$ cat src/rtl/dense_layer_sequencer_pkg.sv
// Purpose: shared types and default dimensions for the dense-layer sequencer.
// Latency: n/a (declarations only).
// Backpressure: n/a.
// Contents: state_t (sequencer FSM states), DEF_IN_DIM / DEF_OUT_DIM / DEF_ACC_WIDTH.
package dense_ctrl_pkg;

    localparam int DEF_IN_DIM    = 128;
    localparam int DEF_OUT_DIM   = 10;
    localparam int DEF_ACC_WIDTH = 32;

    typedef enum logic [2:0] {
        IDLE      = 3'd0,
        TRIG      = 3'd1,
        WAIT_PREV = 3'd2,
        LOAD      = 3'd3,
        MAC       = 3'd4,
        WRITE     = 3'd5,
        DONE      = 3'd6
    } state_t;

endpackage

$ cat src/rtl/dense_mac_unit.sv
// Purpose: signed 8x8 multiply-accumulate with bias preload on the first term.
// Latency: one cycle from (en, operands) to the updated acc register.
// Backpressure: none; the accumulator only advances while en is high.
// Ports: clk, resetn (sync, active-low), en, first (replace acc with bias),
//        w_data / act / b_data (signed 8-bit operands), acc (ACC_WIDTH result).
module dense_mac_unit #(
    parameter int ACC_WIDTH = 32
) (
    input  logic                 clk,
    input  logic                 resetn,
    input  logic                 en,
    input  logic                 first,
    input  logic signed [7:0]    w_data,
    input  logic signed [7:0]    act,
    input  logic signed [7:0]    b_data,
    output logic [ACC_WIDTH-1:0] acc
);

    logic signed [15:0]   prod;
    logic [ACC_WIDTH-1:0] prod_ext;
    logic [ACC_WIDTH-1:0] base;
    logic [ACC_WIDTH-1:0] acc_d;
    logic [ACC_WIDTH-1:0] acc_q;

    always_comb begin
        prod     = w_data * act;
        prod_ext = {{(ACC_WIDTH-16){prod[15]}}, prod};
        // First term of a neuron starts from the bias instead of the old sum.
        base     = first ? {{(ACC_WIDTH-8){b_data[7]}}, b_data} : acc_q;
        acc_d    = acc_q;
        if (en) begin
            acc_d = base + prod_ext;   // wraps modulo 2^ACC_WIDTH
        end
    end

    always_ff @(posedge clk) begin
        if (!resetn) begin
            acc_q <= '0;
        end else begin
            acc_q <= acc_d;
        end
    end

    assign acc = acc_q;

endmodule

$ cat src/rtl/dense_layer_sequencer.sv
// Purpose: sequences one time-multiplexed dense layer (trigger upstream, load vector, MAC each neuron, write out).
// Latency: prev_done at T -> neuron j written at T+IN_DIM+(j+1)*(IN_DIM+2); done at T+IN_DIM+OUT_DIM*(IN_DIM+2)+1.
// Backpressure: none; start is ignored while busy, downstream must accept every out_we strobe.
// Ports: clk, resetn (sync, active-low), start/busy/done handshake, prev_* upstream trigger and
//        combinational read, w_*/b_* synchronous ROM ports (1-cycle latency), out_* write port.
// Optional: define DENSE_ARGMAX_EN to add class_idx (running argmax of written results).
module dense_layer_sequencer
    import dense_ctrl_pkg::*;
#(
    parameter int IN_DIM    = DEF_IN_DIM,
    parameter int OUT_DIM   = DEF_OUT_DIM,
    parameter int ACC_WIDTH = DEF_ACC_WIDTH
) (
    input  logic                               clk,
    input  logic                               resetn,
    input  logic                               start,
    output logic                               busy,
    output logic                               done,
    output logic                               prev_start,
    input  logic                               prev_done,
    output logic [$clog2(IN_DIM)-1:0]          prev_addr,
    input  logic [7:0]                         prev_data,
    output logic [$clog2(IN_DIM*OUT_DIM)-1:0]  w_addr,
    input  logic [7:0]                         w_data,
    output logic [$clog2(OUT_DIM)-1:0]         b_addr,
    input  logic [7:0]                         b_data,
    output logic                               out_we,
    output logic [$clog2(OUT_DIM)-1:0]         out_addr,
    output logic [ACC_WIDTH-1:0]               out_data
`ifdef DENSE_ARGMAX_EN
    ,
    output logic [$clog2(OUT_DIM)-1:0]         class_idx
`endif
);

    localparam int IW = $clog2(IN_DIM);
    localparam int OW = $clog2(OUT_DIM);
    localparam int WW = $clog2(IN_DIM*OUT_DIM);
    // Phase counter must reach IN_DIM (the drain cycle of a neuron).
    localparam int CW = $clog2(IN_DIM+1);

    state_t          state_d, state_q;
    logic [CW-1:0]   cnt_d, cnt_q;
    logic [OW-1:0]   neuron_d, neuron_q;

    logic signed [7:0] act_buf_q [IN_DIM];
    logic              buf_we;
    logic [IW-1:0]     buf_waddr;
    logic [IW-1:0]     rd_idx;

    logic                 mac_en;
    logic                 mac_first;
    logic signed [7:0]    mac_act;
    logic [ACC_WIDTH-1:0] acc;

    // ---------------------------------------------------------------
    // FSM next state and counters
    // ---------------------------------------------------------------
    always_comb begin
        state_d  = state_q;
        cnt_d    = cnt_q;
        neuron_d = neuron_q;
        case (state_q)
            IDLE, DONE: begin
                // start wins over any stray prev_done here
                if (start) begin
                    state_d = TRIG;
                end
            end
            TRIG: begin
                state_d = WAIT_PREV;
            end
            WAIT_PREV: begin
                if (prev_done) begin
                    state_d = LOAD;
                    cnt_d   = '0;
                end
            end
            LOAD: begin
                if (cnt_q == CW'(IN_DIM-1)) begin
                    state_d  = MAC;
                    cnt_d    = '0;
                    neuron_d = '0;
                end else begin
                    cnt_d = cnt_q + CW'(1);
                end
            end
            MAC: begin
                // cycles 0..IN_DIM-1 issue ROM reads, cycle IN_DIM drains the last product
                if (cnt_q == CW'(IN_DIM)) begin
                    state_d = WRITE;
                end else begin
                    cnt_d = cnt_q + CW'(1);
                end
            end
            WRITE: begin
                cnt_d = '0;
                if (neuron_q == OW'(OUT_DIM-1)) begin
                    state_d = DONE;
                end else begin
                    state_d  = MAC;
                    neuron_d = neuron_q + OW'(1);
                end
            end
            default: begin
                state_d = IDLE;
            end
        endcase
    end

    always_ff @(posedge clk) begin
        if (!resetn) begin
            state_q  <= IDLE;
            cnt_q    <= '0;
            neuron_q <= '0;
        end else begin
            state_q  <= state_d;
            cnt_q    <= cnt_d;
            neuron_q <= neuron_d;
        end
    end

    // ---------------------------------------------------------------
    // Activation buffer (contents are don't-care after reset)
    // ---------------------------------------------------------------
    always_comb begin
        buf_we    = (state_q == LOAD);
        buf_waddr = cnt_q[IW-1:0];
    end

    always_ff @(posedge clk) begin
        if (buf_we) begin
            act_buf_q[buf_waddr] <= prev_data;
        end
    end

    // ---------------------------------------------------------------
    // MAC: the weight issued in cycle c returns in c+1, so the product in
    // cycle c+1 pairs it with buf[c]; the bias addressed in cycle 0 seeds cycle 1.
    // ---------------------------------------------------------------
    always_comb begin
        rd_idx    = cnt_q[IW-1:0] - IW'(1);
        mac_en    = (state_q == MAC) && (cnt_q != '0);
        mac_first = (state_q == MAC) && (cnt_q == CW'(1));
        mac_act   = act_buf_q[rd_idx];
    end

    dense_mac_unit #(
        .ACC_WIDTH (ACC_WIDTH)
    ) u_mac (
        .clk    (clk),
        .resetn (resetn),
        .en     (mac_en),
        .first  (mac_first),
        .w_data (w_data),
        .act    (mac_act),
        .b_data (b_data),
        .acc    (acc)
    );

    // ---------------------------------------------------------------
    // Outputs; addresses are parked at zero outside their active phase
    // ---------------------------------------------------------------
    always_comb begin
        busy       = (state_q != IDLE) && (state_q != DONE);
        done       = (state_q == DONE);
        prev_start = (state_q == TRIG);
        prev_addr  = '0;
        w_addr     = '0;
        b_addr     = '0;
        out_we     = 1'b0;
        out_addr   = '0;
        out_data   = '0;
        if (state_q == LOAD) begin
            prev_addr = cnt_q[IW-1:0];
        end
        if ((state_q == MAC) && (cnt_q < CW'(IN_DIM))) begin
            w_addr = WW'(neuron_q) * WW'(IN_DIM) + WW'(cnt_q);
            if (cnt_q == '0) begin
                b_addr = neuron_q;
            end
        end
        if (state_q == WRITE) begin
            out_we   = 1'b1;
            out_addr = neuron_q;
            out_data = acc;
        end
    end

`ifdef DENSE_ARGMAX_EN
    // ---------------------------------------------------------------
    // Running argmax; strict > keeps the lowest index on ties.
    // ---------------------------------------------------------------
    logic                 start_acc;
    logic [ACC_WIDTH-1:0] max_d, max_q;
    logic [OW-1:0]        class_d, class_q;

    always_comb begin
        start_acc = start && ((state_q == IDLE) || (state_q == DONE));
        max_d     = max_q;
        class_d   = class_q;
        if (start_acc) begin
            max_d   = '0;
            class_d = '0;
        end else if (state_q == WRITE) begin
            if ((neuron_q == '0) || ($signed(acc) > $signed(max_q))) begin
                max_d   = acc;
                class_d = neuron_q;
            end
        end
    end

    always_ff @(posedge clk) begin
        if (!resetn) begin
            max_q   <= '0;
            class_q <= '0;
        end else begin
            max_q   <= max_d;
            class_q <= class_d;
        end
    end

    assign class_idx = class_q;
`endif

endmodule

$ cat config.mk
export PLATFORM = sky130hd
export DESIGN_NAME = dense_layer_sequencer
export DESIGN_NICKNAME = d
export VERILOG_FILES = /design/src/rtl/dense_layer_sequencer_pkg.sv /design/src/rtl/dense_mac_unit.sv /design/src/rtl/dense_layer_sequencer.sv
export SDC_FILE = /design/constraint.sdc
export NUM_CORES = 1
export LEC_CHECK = 0
export CAP_MARGIN = 20
export CORE_MARGIN = 5
export CORE_UTILIZATION = 40
export CTS_BUF_LIST = sky130_fd_sc_hd__clkbuf_4 sky130_fd_sc_hd__clkbuf_8
export CTS_CLUSTER_SIZE = 28
export DETAILED_ROUTE_END_ITERATION = 12
export SLEW_MARGIN = 20
export SYNTH_ARGS = -nofsm -noshare
export SYNTH_HDL_FRONTEND = slang
export SYNTH_SLANG_ARGS = --single-unit
$ cat constraint.sdc
create_clock -name clk -period 33.2 [get_ports clk]
set_input_delay 6.64 -clock clk [delete_from_list [all_inputs] [get_ports clk]]
set_output_delay 6.64 -clock clk [all_outputs]
set_load 0.03 [all_outputs]
==> metrics <==
IO Port Bufs 89; unrepaired setup endpoints after global routing no; first-pass GRT wire length 166,000 um; Mapped Area 46,600 um2; post-synth top area share 65.9%; Initial Util 40.2%; total track usage 18.2%; relative slew slack 26.7%; Iter 0 DRT Violations 2,307; largest area contributor in the netlist edfxtp_1; number of remaining DRC errors 0; HP Class reg -> reg; worst endpoint required time 33.95 ns; CTS tree built; Yosys reg bits 1,071; clock slew at reported path FFs 0.06 ns; number of setup violations in the final report 0; Max-cap violations 0; Cells after Synth 2,590; Mapped Nets 2,738; pin count of the biggest net entering global routing 102; H-tree levels 4; Max Slew Vio Count 0; synth warn 0; clk_lat worst skew 0.81 ns; core box area 116,000 um2; async set or reset register ratio after synthesis 0%; Multi-input gate area 14,100 um2; Setup CP Type in -> reg; post-synth cell types 69; setup TNS 0 ns; status finished, final reports clean; crit path max fanout 15; initial antenna violation count 4; CP Data Arrival Time 14.29 ns; number of nets still failing antenna checks after routing 0; Area Growth Syn to Fin 13.1%; Clock Tree Buf Depth 3; post-layout min period 13.53 ns; post-synthesis sequential area ratio 67.9%; Placer Congestion 0.846; CP Capture Type flop; Die Span X 352 um; Die Ht 352 um; via/cell ratio 5.56; layout cells sized above 1 23.6%; Routed WL 113,000 um; detailed placement HPWL 70,000 um; setup bufs post-CTS 0; post-cts gate resize count 0; drt wl/cell 25.5 um; Tcrit/Tclk final 40.8%; DR vias 24,600; Site Rows 125; Final Hold Fails 0; EDFF count, synth 1,024; CTS root buffer clkbuf_8; synth top area cells edfxtp_1 66%, mux4_2 16%, fa_1 2.4%; Finished Cell Area 52,700 um2; register area 31,700 um2; most frequent cell after synthesis edfxtp_1; I/O pin count 90; main flop type after synthesis edfxtp_1; Placement Cell Area 49,200 um2; Overflow after GRT 0; syn avg cell area 18.0 um2; CTS sink cnt 1,071; drt first pass iters 5; Max Freq 73.9 MHz; Final #Nets 2,910; vias in the first global route 25,500; Hold Buf Count CTS 0; CTS buffer count 173; Slew @ Worst Pin 1.07 ns; clk_skew 0.0389 ns; # fillers 9,851; Critical Path Start Type primary input; Die ar. 124,000 um2; top cells by count, synth 1,024 x edfxtp_1, 336 x mux4_2, 197 x nor2_1, 155 x nand2_1, 108 x inv_1
-- per-stage QoR --
| step | utilization [%] | worst slack, ns | hold WS [ns] | instances |
|---|---|---|---|---|
| final | 45.4 | 19.67 | 0.473 | 4424 |
| after global routing | 45.4 | 19.17 | 0.508 | 4422 |
| after CTS | 45.4 | 19.75 | 0.476 | 4420 |
| after detailed placement | 42.4 | 18.85 | 0.468 | 4110 |
| after global placement | 42.4 | 18.95 | 0.462 | 4110 |
| after floorplan | - | 19.69 | 0.441 | 2590 |
-- worst max-delay path, stage by stage --
cell,delay (ns)
clkdlybuf4s50_1,0.57
nor2b_1,0.24
fa_1,0.59
inv_1,0.06
fa_1,0.53
inv_1,0.05
fa_1,0.47
inv_1,0.05
fa_1,0.47
inv_1,0.04
ha_1,0.31
a21o_1,0.20
a221oi_2,0.42
and3_1,0.29
or3_2,0.18
and2_1,0.48
inv_1,0.21
ha_1,0.36
and2_1,0.16
o2111a_2,0.28
a2111oi_4,0.39
nor4_1,0.10
o31a_1,0.35
or3_1,0.34
a2111oi_0,0.35
nand3b_1,0.15
-- registers in the layout, indices dropped and copies added, names as in the netlist --
register   cells
act_buf_q   1024
cnt_q          8
neuron_q       4
state_q        3
u_mac.acc     32
-- per-layer routing --
layer  track usage, %  up-vias  wire length, um
met2             29.3      909            54200
met4             5.86        0             2950
met3             4.35      157             8270
li1                 -    10600                -
met1             24.8    13000            47200
met5                0        -                0
-- area by class of cell --
type	instances	share of cell area (%)
flip-flops and latches	1071	60.1
clock inverters	71	1.06
repair buffers	127	2.25
diodes	3	0.0142
inverters	113	0.804
well taps	1524	3.62
multi-input cells	1276	26.7
clock buffers	239	5.48
-- final timing paths --
kind                                    from             to  slack (ns)  depth (start not counted)
worst max-delay path               w_data[5]  u_mac.acc[27]       19.67                         26
worst max register to register      cnt_q[0]  u_mac.acc[27]       20.84                         31
worst min-delay path            u_mac.acc[6]   u_mac.acc[6]        0.47                          2
worst min register to register  u_mac.acc[6]   u_mac.acc[6]        0.47                          2
-- placed cells by master (no fill, tap or decap), types with 11 or more instances in the layout --
master	instances
a21o_1	18
a21oi_1	75
and2_1	23
and3_1	39
buf_4	44
clkbuf_4	64
clkbuf_8	175
clkdlybuf4s50_1	81
clkinv_1	42
clkinv_2	11
dfxtp_1	46
edfxtp_1	1024
fa_1	57
ha_1	62
inv_1	108
mux4_2	336
nand2_1	153
nand2b_1	12
nand3_1	26
nor2_1	197
nor2b_1	47
nor3_1	18
o21ai_0	19
xnor2_1	41
xor2_1	12
-- kinds of logic after synthesis --
kind of cell / count (synthesis) / synth area share [%]
xor+xnor: 58 / 1.12
buf+inv: 243 / 2.04
compound gates: 195 / 2.74
mux: 348 / 16.5
fa+ha+maj: 120 / 4.14
simple gates: 555 / 5.55
flops: 1071 / 67.9
Power is not shown: default switching activity piles up to over one toggle a cycle in this logic, so the estimate is an artifact.
